<file path="config.mk">
export PLATFORM = sky130hd
export DESIGN_NAME = moore_step_arbiter
export DESIGN_NICKNAME = d
export VERILOG_FILES = /design/src/rtl/moore_arb_pkg.sv /design/src/rtl/moore_arb_pick.sv /design/src/rtl/moore_step_arbiter.sv
export SDC_FILE = /design/constraint.sdc
export NUM_CORES = 1
export LEC_CHECK = 0
export BUFFER_PORTS_ARGS = -buffer_cell sky130_fd_sc_hd__buf_2
export CORE_AREA = 2 2 50 52
export CTS_CLUSTER_DIAMETER = 120
export DETAILED_ROUTE_END_ITERATION = 12
export DIE_AREA = 0 0 52 54
export PLACE_DENSITY = 0.68
export SYNTH_ARGS = -nofsm -noshare
export SYNTH_HDL_FRONTEND = slang
export SYNTH_SLANG_ARGS = --single-unit
</file>
<file path="constraint.sdc">
create_clock -name clock -period 3.4 [get_ports clock]
set_input_delay 0.68 -clock clock [delete_from_list [all_inputs] [get_ports clock]]
set_output_delay 0.68 -clock clock [all_outputs]
set_load 0.05 [all_outputs]
</file>
<file path="src/rtl/moore_arb_pkg.sv">
// Shared definitions for the Moore step arbiter: state encoding, default sizes
// and the index-width helper. Optional feature macro: MOORE_ARB_FAIR_EN.
package moore_arb_pkg;

  localparam int NREQ_DEF  = 2;
  localparam int CNT_W_DEF = 4;

  localparam logic [1:0] IDLE   = 2'd0;
  localparam logic [1:0] RUN    = 2'd1;
  localparam logic [1:0] SETTLE = 2'd2;
  localparam logic [1:0] DONE   = 2'd3;

  typedef enum logic [1:0] {
    ST_IDLE   = IDLE,
    ST_RUN    = RUN,
    ST_SETTLE = SETTLE,
    ST_DONE   = DONE
  } state_t;

  // Index width for n requesters; never below one bit.
  function automatic int clog2(input int n);
    int r;
    r = 1;
    for (int i = 1; i < 31; i++) begin
      if ((1 << i) < n) r = i + 1;
    end
    return r;
  endfunction

endpackage

</file>
<file path="src/rtl/moore_arb_pick.sv">
// Combinational winner picker. MOORE_ARB_FAIR_EN selects round-robin starting
// at rr_ptr; otherwise the lowest set request index wins.
module moore_arb_pick
  import moore_arb_pkg::*;
#(
  parameter  int NREQ  = NREQ_DEF,
  localparam int IDX_W = clog2(NREQ)
) (
  input  logic [NREQ-1:0]  req,
`ifdef MOORE_ARB_FAIR_EN
  input  logic [IDX_W-1:0] rr_ptr,
`endif
  output logic [IDX_W-1:0] winner,
  output logic             valid
);

`ifdef MOORE_ARB_FAIR_EN
  logic [IDX_W:0] idx;

  // Scan from the farthest offset down so the nearest set request at or after
  // rr_ptr is the last one written.
  always_comb begin
    // NOTE: every combinational output gets a default first so no path leaves it unassigned (no latch).
    winner = '0;
    valid  = 1'b0;
    idx    = '0;
    for (int k = NREQ - 1; k >= 0; k--) begin
      idx = {1'b0, rr_ptr} + (IDX_W + 1)'(k);
      if (idx >= (IDX_W + 1)'(NREQ)) idx = idx - (IDX_W + 1)'(NREQ);
      if (req[idx[IDX_W-1:0]]) begin
        winner = idx[IDX_W-1:0];
        valid  = 1'b1;
      end
    end
  end
`else
  always_comb begin
    winner = '0;
    valid  = 1'b0;
    for (int k = NREQ - 1; k >= 0; k--) begin
      if (req[k]) begin
        winner = IDX_W'(k);
        valid  = 1'b1;
      end
    end
  end
`endif

endmodule

</file>
<file path="src/rtl/moore_step_arbiter.sv">
// Shares one 2-bit Moore toggle-counter datapath between NREQ requesters and
// counts detect-state hits per job. Optional feature macro: MOORE_ARB_FAIR_EN.
module moore_step_arbiter
  import moore_arb_pkg::*;
#(
  parameter int NREQ  = NREQ_DEF,
  parameter int CNT_W = CNT_W_DEF
) (
  input  logic                  clock,
  input  logic                  reset,
  input  logic [NREQ-1:0]       req,
  input  logic [NREQ*CNT_W-1:0] len_flat,
  output logic [NREQ-1:0]       grant,
  output logic [NREQ-1:0]       done,
  output logic [CNT_W-1:0]      hits,
  output logic                  busy,
  output logic                  x_out,
  input  logic                  y_in
);

  localparam int IDX_W = clog2(NREQ);

  state_t           state, next_state;
  logic [CNT_W-1:0] remaining;
  logic             x_q;
  logic [CNT_W-1:0] len_arr [NREQ];
  logic [IDX_W-1:0] pick_win;
  logic             pick_valid;
  logic             take;

  for (genvar i = 0; i < NREQ; i++) begin : g_len
    assign len_arr[i] = len_flat[i*CNT_W +: CNT_W];
  end

`ifdef MOORE_ARB_FAIR_EN
  logic [IDX_W-1:0] rr_ptr;
`endif

  moore_arb_pick #(.NREQ(NREQ)) u_pick (
    .req    (req),
`ifdef MOORE_ARB_FAIR_EN
    .rr_ptr (rr_ptr),
`endif
    .winner (pick_win),
    .valid  (pick_valid)
  );

  always_comb begin
    next_state = state;
    take       = 1'b0;
    case (state)
      ST_IDLE: begin
        if (pick_valid) begin
          take       = 1'b1;
          next_state = (len_arr[pick_win] != '0) ? ST_RUN : ST_SETTLE;
        end
      end
      ST_RUN:    if (remaining == CNT_W'(1)) next_state = ST_SETTLE;
      ST_SETTLE: next_state = ST_DONE;
      ST_DONE:   next_state = ST_IDLE;
      default:   next_state = ST_IDLE;
    endcase
  end

  always_ff @(posedge clock or posedge reset) begin
    // NOTE: sequential state uses non-blocking assignments so every register samples pre-edge values.
    if (reset) state <= ST_IDLE;
    else       state <= next_state;
  end

  // Outputs are registered from next_state so they line up with the state they describe.
  always_ff @(posedge clock or posedge reset) begin
    if (reset) begin
      grant     <= '0;
      done      <= '0;
      hits      <= '0;
      busy      <= 1'b0;
      x_out     <= 1'b0;
      x_q       <= 1'b0;
      remaining <= '0;
`ifdef MOORE_ARB_FAIR_EN
      rr_ptr    <= '0;
`endif
    end else begin
      x_q   <= x_out;
      x_out <= (next_state == ST_RUN);
      busy  <= (next_state != ST_IDLE);
      done  <= (next_state == ST_DONE) ? grant : '0;

      if (take) begin
        grant     <= {{(NREQ-1){1'b0}}, 1'b1} << pick_win;
        remaining <= len_arr[pick_win];
        hits      <= '0;
`ifdef MOORE_ARB_FAIR_EN
        rr_ptr    <= (pick_win == IDX_W'(NREQ - 1)) ? '0 : pick_win + 1'b1;
`endif
      end else begin
        if (state == ST_DONE) grant <= '0;
        if (state == ST_RUN) remaining <= remaining - 1'b1;
        // A hit needs a step issued last cycle; a stale 11 left by an earlier job does not count.
        if ((state == ST_RUN || state == ST_SETTLE) && x_q && y_in && hits != '1)
          hits <= hits + 1'b1;
      end
    end
  end

endmodule
</file>
* Word level (Yosys, flattened, before mapping)
Index checks and enable logic that the tools add are counted.
** Word-level totals
- Bits in latches :: 0
- Output and inout port bits :: 10
- Word-level logic and storage cells :: 49
- Bits of input ports :: 13
- ROM bits :: 0
- Memories :: 0
- Memory bits (writable) :: 0
- Flip-flop bits (word level) :: 17
** Operators by class
- Bitwise logic cells :: 1
- $add $sub $neg :: 2
- Reduce and logical (&&, ||, !) cells :: 10
- Shifts and indexed selects :: 1
- Mux-type cells :: 19
- Equal/unequal tests :: 7
- Div/mod/pow operators :: 0
- Magnitude comparators :: 1
- Multipliers :: 0
** Operators with widths (count)
- $mux W4 :: 7
- $mux W2 :: 6
- $pmux W2 S4 :: 1
- $reduce_bool A2 Y1 :: 4
- $eq A2 B2 Y1 const B :: 3
- $mux W1 :: 5
- $add A4 B1 Y4 const B :: 1
- $eq A2 B1 Y1 const B :: 2
- $eq A4 B1 Y1 const B :: 1
- $ne A4 B4 Y1 const B :: 1
- $reduce_bool A4 Y1 :: 1
- $sub A4 B1 Y4 const B :: 1
- $logic_and A1 B1 Y1 :: 3
- $ge A2 B2 Y1 const B :: 1
- $logic_not A2 Y1 :: 1
- $not A1 Y2 :: 1
- $shl A1 B1 Y2 const A :: 1
- $logic_or A1 B1 Y1 :: 1

* Depth between registers and ports, before layout
- Depth in word-level cells :: 12
- Mapped depth :: 6
- Depth with buffers taken out :: 6

* Modules after synthesis
From an unflattened synthesis, not the netlist that was laid out.
** Unflattened totals
- Cell total of the unflattened synthesis :: 95
- Area total of the unflattened synthesis :: 993.5 um^2
** Modules (own cells, without submodules)
- moore_step_arbiter :: cells an instance 93, sequential area each 425.4 um^2, area each 980.9 um^2, instances 1
- moore_arb_pick :: cells an instance 2, sequential area each 0.0 um^2, area each 12.5 um^2, instances 1

* Worst setup path before layout
OpenSTA, ideal clock, no wires.
- Path kind :: reg-to-reg
- Start :: register hits[0]
- End :: register hits[2]
- Setup slack :: 1.803 ns
- Clock period less this slack :: 1.597 ns
- Setup time :: 0.132 ns
- Arrival :: 1.466 ns
- Buffers on the path :: 0
- Cell stages (with the launch flop) :: 6
- Required time :: 3.268 ns
- Cells stage by stage :: dfrtp_1 > ha_1 > and3_1 > nor3b_1 > xnor2_1 > nor2_1
** Between the ends
- Cells in the longest elaborated chain, start to end :: 3
- Elaborated cells between the ends (all ways) :: 6
- Classes of those cells :: add/sub (1); eq/ne (1); mux (2); reduce/logical (2)
** Ends and longest elaborated chain
- start: declaration :: line moore_step_arbiter.sv:15 : output logic [CNT_W-1:0] hits,
- start signal: assignment :: line moore_step_arbiter.sv:102 : hits <= hits + 1'b1;
- $add A4 B1 Y4 or $ne A4 B4 Y1 (tied branches) :: line moore_step_arbiter.sv:102, moore_step_arbiter.sv:101
- $mux W4 or $logic_and A1 B1 Y1 (tied branches) :: line moore_step_arbiter.sv:101 : if ((state == ST_RUN || state == ST_SETTLE) && x_q && y_in && hits != '1)
- $mux W4 or $reduce_bool A2 Y1 (tied branches)
Several ways; a longest one is shown, not always the timed one. The select of a mux whose other input is x is not followed.
A chain may end at the register's enable or synchronous reset.

* Worst setup path in the final report
- Start :: register hits[0]
- End :: output hits[0]
No word-level cell between the ends.

==> run metrics <==
Cells after Synth 94; Slew Limit Fails 0; Pwr Total 949.0 uW; number of synthesized flops with an enable pin 0; Critical Path RT 2.72 ns; CP max FO 4; Die X 52 um; Clock Sinks 17; num ports 23; CTS root buffer clkbuf_4; first-pass GRT wire length between 3000 and 4000 um; pin count of the biggest net entering global routing 18; largest family of logic cells by synthesized area simple AND/OR/NAND/NOR gates; Die Span Y 54 um; Initial Utilization 0.4132; Hold Fails Final Rpt 0; WS Path Type flop to output pin; drt drc 0; Max-slew headroom 0.5761; #FFs+latches synth 17; DR pass1 iterations 4; core area roughly 0.0023 mm^2; synthesized net count between 100 and 150; status complete, no violations; row cnt 18; htree depth 1; PortBufs 22; worst path arrival time between 0.9 and 1 ns; mux contribution to synthesized area 0.03133; most frequent cell after synthesis dfrtp_1; Crit path max-delay family flip-flops; Netlist cell types 29; Syn. warnings 0; GRT Residual Overflow 0; share of cells above drive strength 1 0.2521; GPL Wtd Cong between 0.7 and 0.8; Post-Synth XOR/XNOR Area 0.05483; Peak VDD IR 0.3820 mV; n_diodes 0; clock buffer depth 2; Hold Crit Start x_out; Tcrit/Tclk final 0.4863; final WL 1741 um; Synth Area in Adders 0.1175; leak pwr roughly 0.56 nW; die area between 0.002 and 0.003 mm^2; Tmin final roughly 1.7 ns; FF-to-FF Start state[1]; CP peak stage delay around 0.41 ns; vias in the first global route just under 800; Synth Area in Compound Gates 0.1097; R2R cell count 6; post-route ant nets 0; Final nets 142; Synth top cells by count 17 x dfrtp_1, 10 x nand2_1, 9 x ha_1; CTS tree done; final setup fails 0; Worst-path clk slew approximately 0.10 ns; fillcell total 227; post-synthesis simple-gate area fraction 0.2115; postcts setup bufs 0; CP Launch Type flop; Via density around 5.0; WHS Endpoint x_q; unrepaired setup endpoints after global routing no; Worst Tran Pin Value 0.6351 ns; Avg Inst Size Synth between 10 and 15 um^2; area delta synth->final 17.36%; antenna violations before repair 0; Worst-Skew Late Latency about 0.28 ns; maxcap violations 0; Fmax achieved roughly 600 MHz; Worst Setup SP hits[0]; Max stage delay cell, worst path dfrtp_1; WP buf/inv 1; Crit. End Element output pin; ys flop type dfrtp_1; PwrDens 843.7 mW/mm^2; worst setup margin ~1.7 ns; dominant cells by area after synthesis dfrtp_1 44%, ha_1 12%, xnor2_1 4.6%; All-Layer GR Usage 0.1590; DR WL/cell about 12 um; vias post-DR 751; Hold Path Stages 0; Place WS about 1.6 ns; post-synth top area cell dfrtp_1; skew final roughly 0.0068 ns; Total Neg Setup Slack 0 ns; CTS-repair resized insts 0; Async S/R FF share, synth 1.000; synthesized area 958.4 um^2; setup slack, reg-to-reg roughly 1.8 ns; reg-to-reg critical path endpoint hits[3]; CTS Buf Count 3; Worst Hold Class flop to flop; Seq/Total Area, Yosys 0.4439; DR iter-0 viols 10; hpwl dp between 1000 and 1500 um; top cell type's share of synthesized area 0.4439; crit-path cells buf_2; hold buffer count at CTS 0
[state kept, by name, summed over array words and instances (netlist names)]
register and flops:
hits 4, remaining 4, done 2, grant 2
state 2, busy 1, x_out 1, x_q 1
[placed cells by master (no fill, tap or decap), drive strengths merged]
cell type,netlist,layout
dfrtp,17,17
nor4b,1,1
xor2,1,1
or2b,1,1
nand4,1,1
a211oi,1,1
o211ai,1,1
nor3,1,1
a21boi,1,1
nand2,10,10
nor4,1,1
a32o,1,1
nor2b,1,1
a21oi,2,2
nor2,8,8
nand2b,2,2
clkbuf,0,4
nand3,3,3
and3,1,1
a22oi,2,2
inv,6,6
o2bb2ai,1,1
or4,1,1
xnor2,5,5
and2,3,3
buf,1,22
mux2i,3,3
o21ai,7,7
nor3b,2,2
ha,9,9
[routing by layer]
layer,routed length (um),vias to the layer above,global-route usage
met2,829,28,0.2848
li1,-,373,-
met1,781,348,0.1979
met4,15,0,0.03947
met5,0,-,0
met3,113,2,0.02778
[worst max path at each step]
stage / endpoint / slack (ns) / cells past startpoint
after floorplan: hits[2] / 1.80 / 5
after CTS: hits[0] / 1.74 / 1
final: hits[0] / 1.75 / 1
after global placement: x_out / 1.68 / 5
after global routing: hits[2] / 1.63 / 6
after detailed placement: busy / 1.62 / 5
[area by class of cell]
class / instances / area [um^2] / area share
Tap cell: 30 / 37.54 / 0.03337
Multi-Input combinational cell: 70 / 503.0 / 0.4472
Timing Repair Buffer: 22 / 110.1 / 0.09789
Inverter: 6 / 22.52 / 0.02002
Clock buffer: 4 / 26.28 / 0.02336
Sequential cell: 17 / 425.4 / 0.3782
[power breakdown]
part / internal, mW / switching, mW / leakage, nW
registers: 0.283 / 0.0639 / 0.213
logic: 0.173 / 0.325 / 0.333
clock network: 0.0454 / 0.0594 / 0.0150
total: 0.501 / 0.448 / 0.561
[metrics by stage]
step | hold WS (ns) | instance area [um^2] | util | instances
after floorplan | 0.5276 | 958.4 | - | 94
after global placement | 0.3585 | 1099 | 0.4736 | 145
after detailed placement | 0.3603 | 1099 | 0.4736 | 145
after CTS | 0.3838 | 1125 | 0.4849 | 149
after global routing | 0.4112 | 1125 | 0.4849 | 149
final | 0.3810 | 1125 | 0.4849 | 149
[kinds of logic after synthesis]
logic type	count (synthesis)
AOI/OAI and AO/OA	16
xor gates and xnor gates	6
adders and majority gates	9
buffers and inverters	7
DFF	17
muxes	3
and+or+nand+nor	36
(Power assumes the default switching activity.)
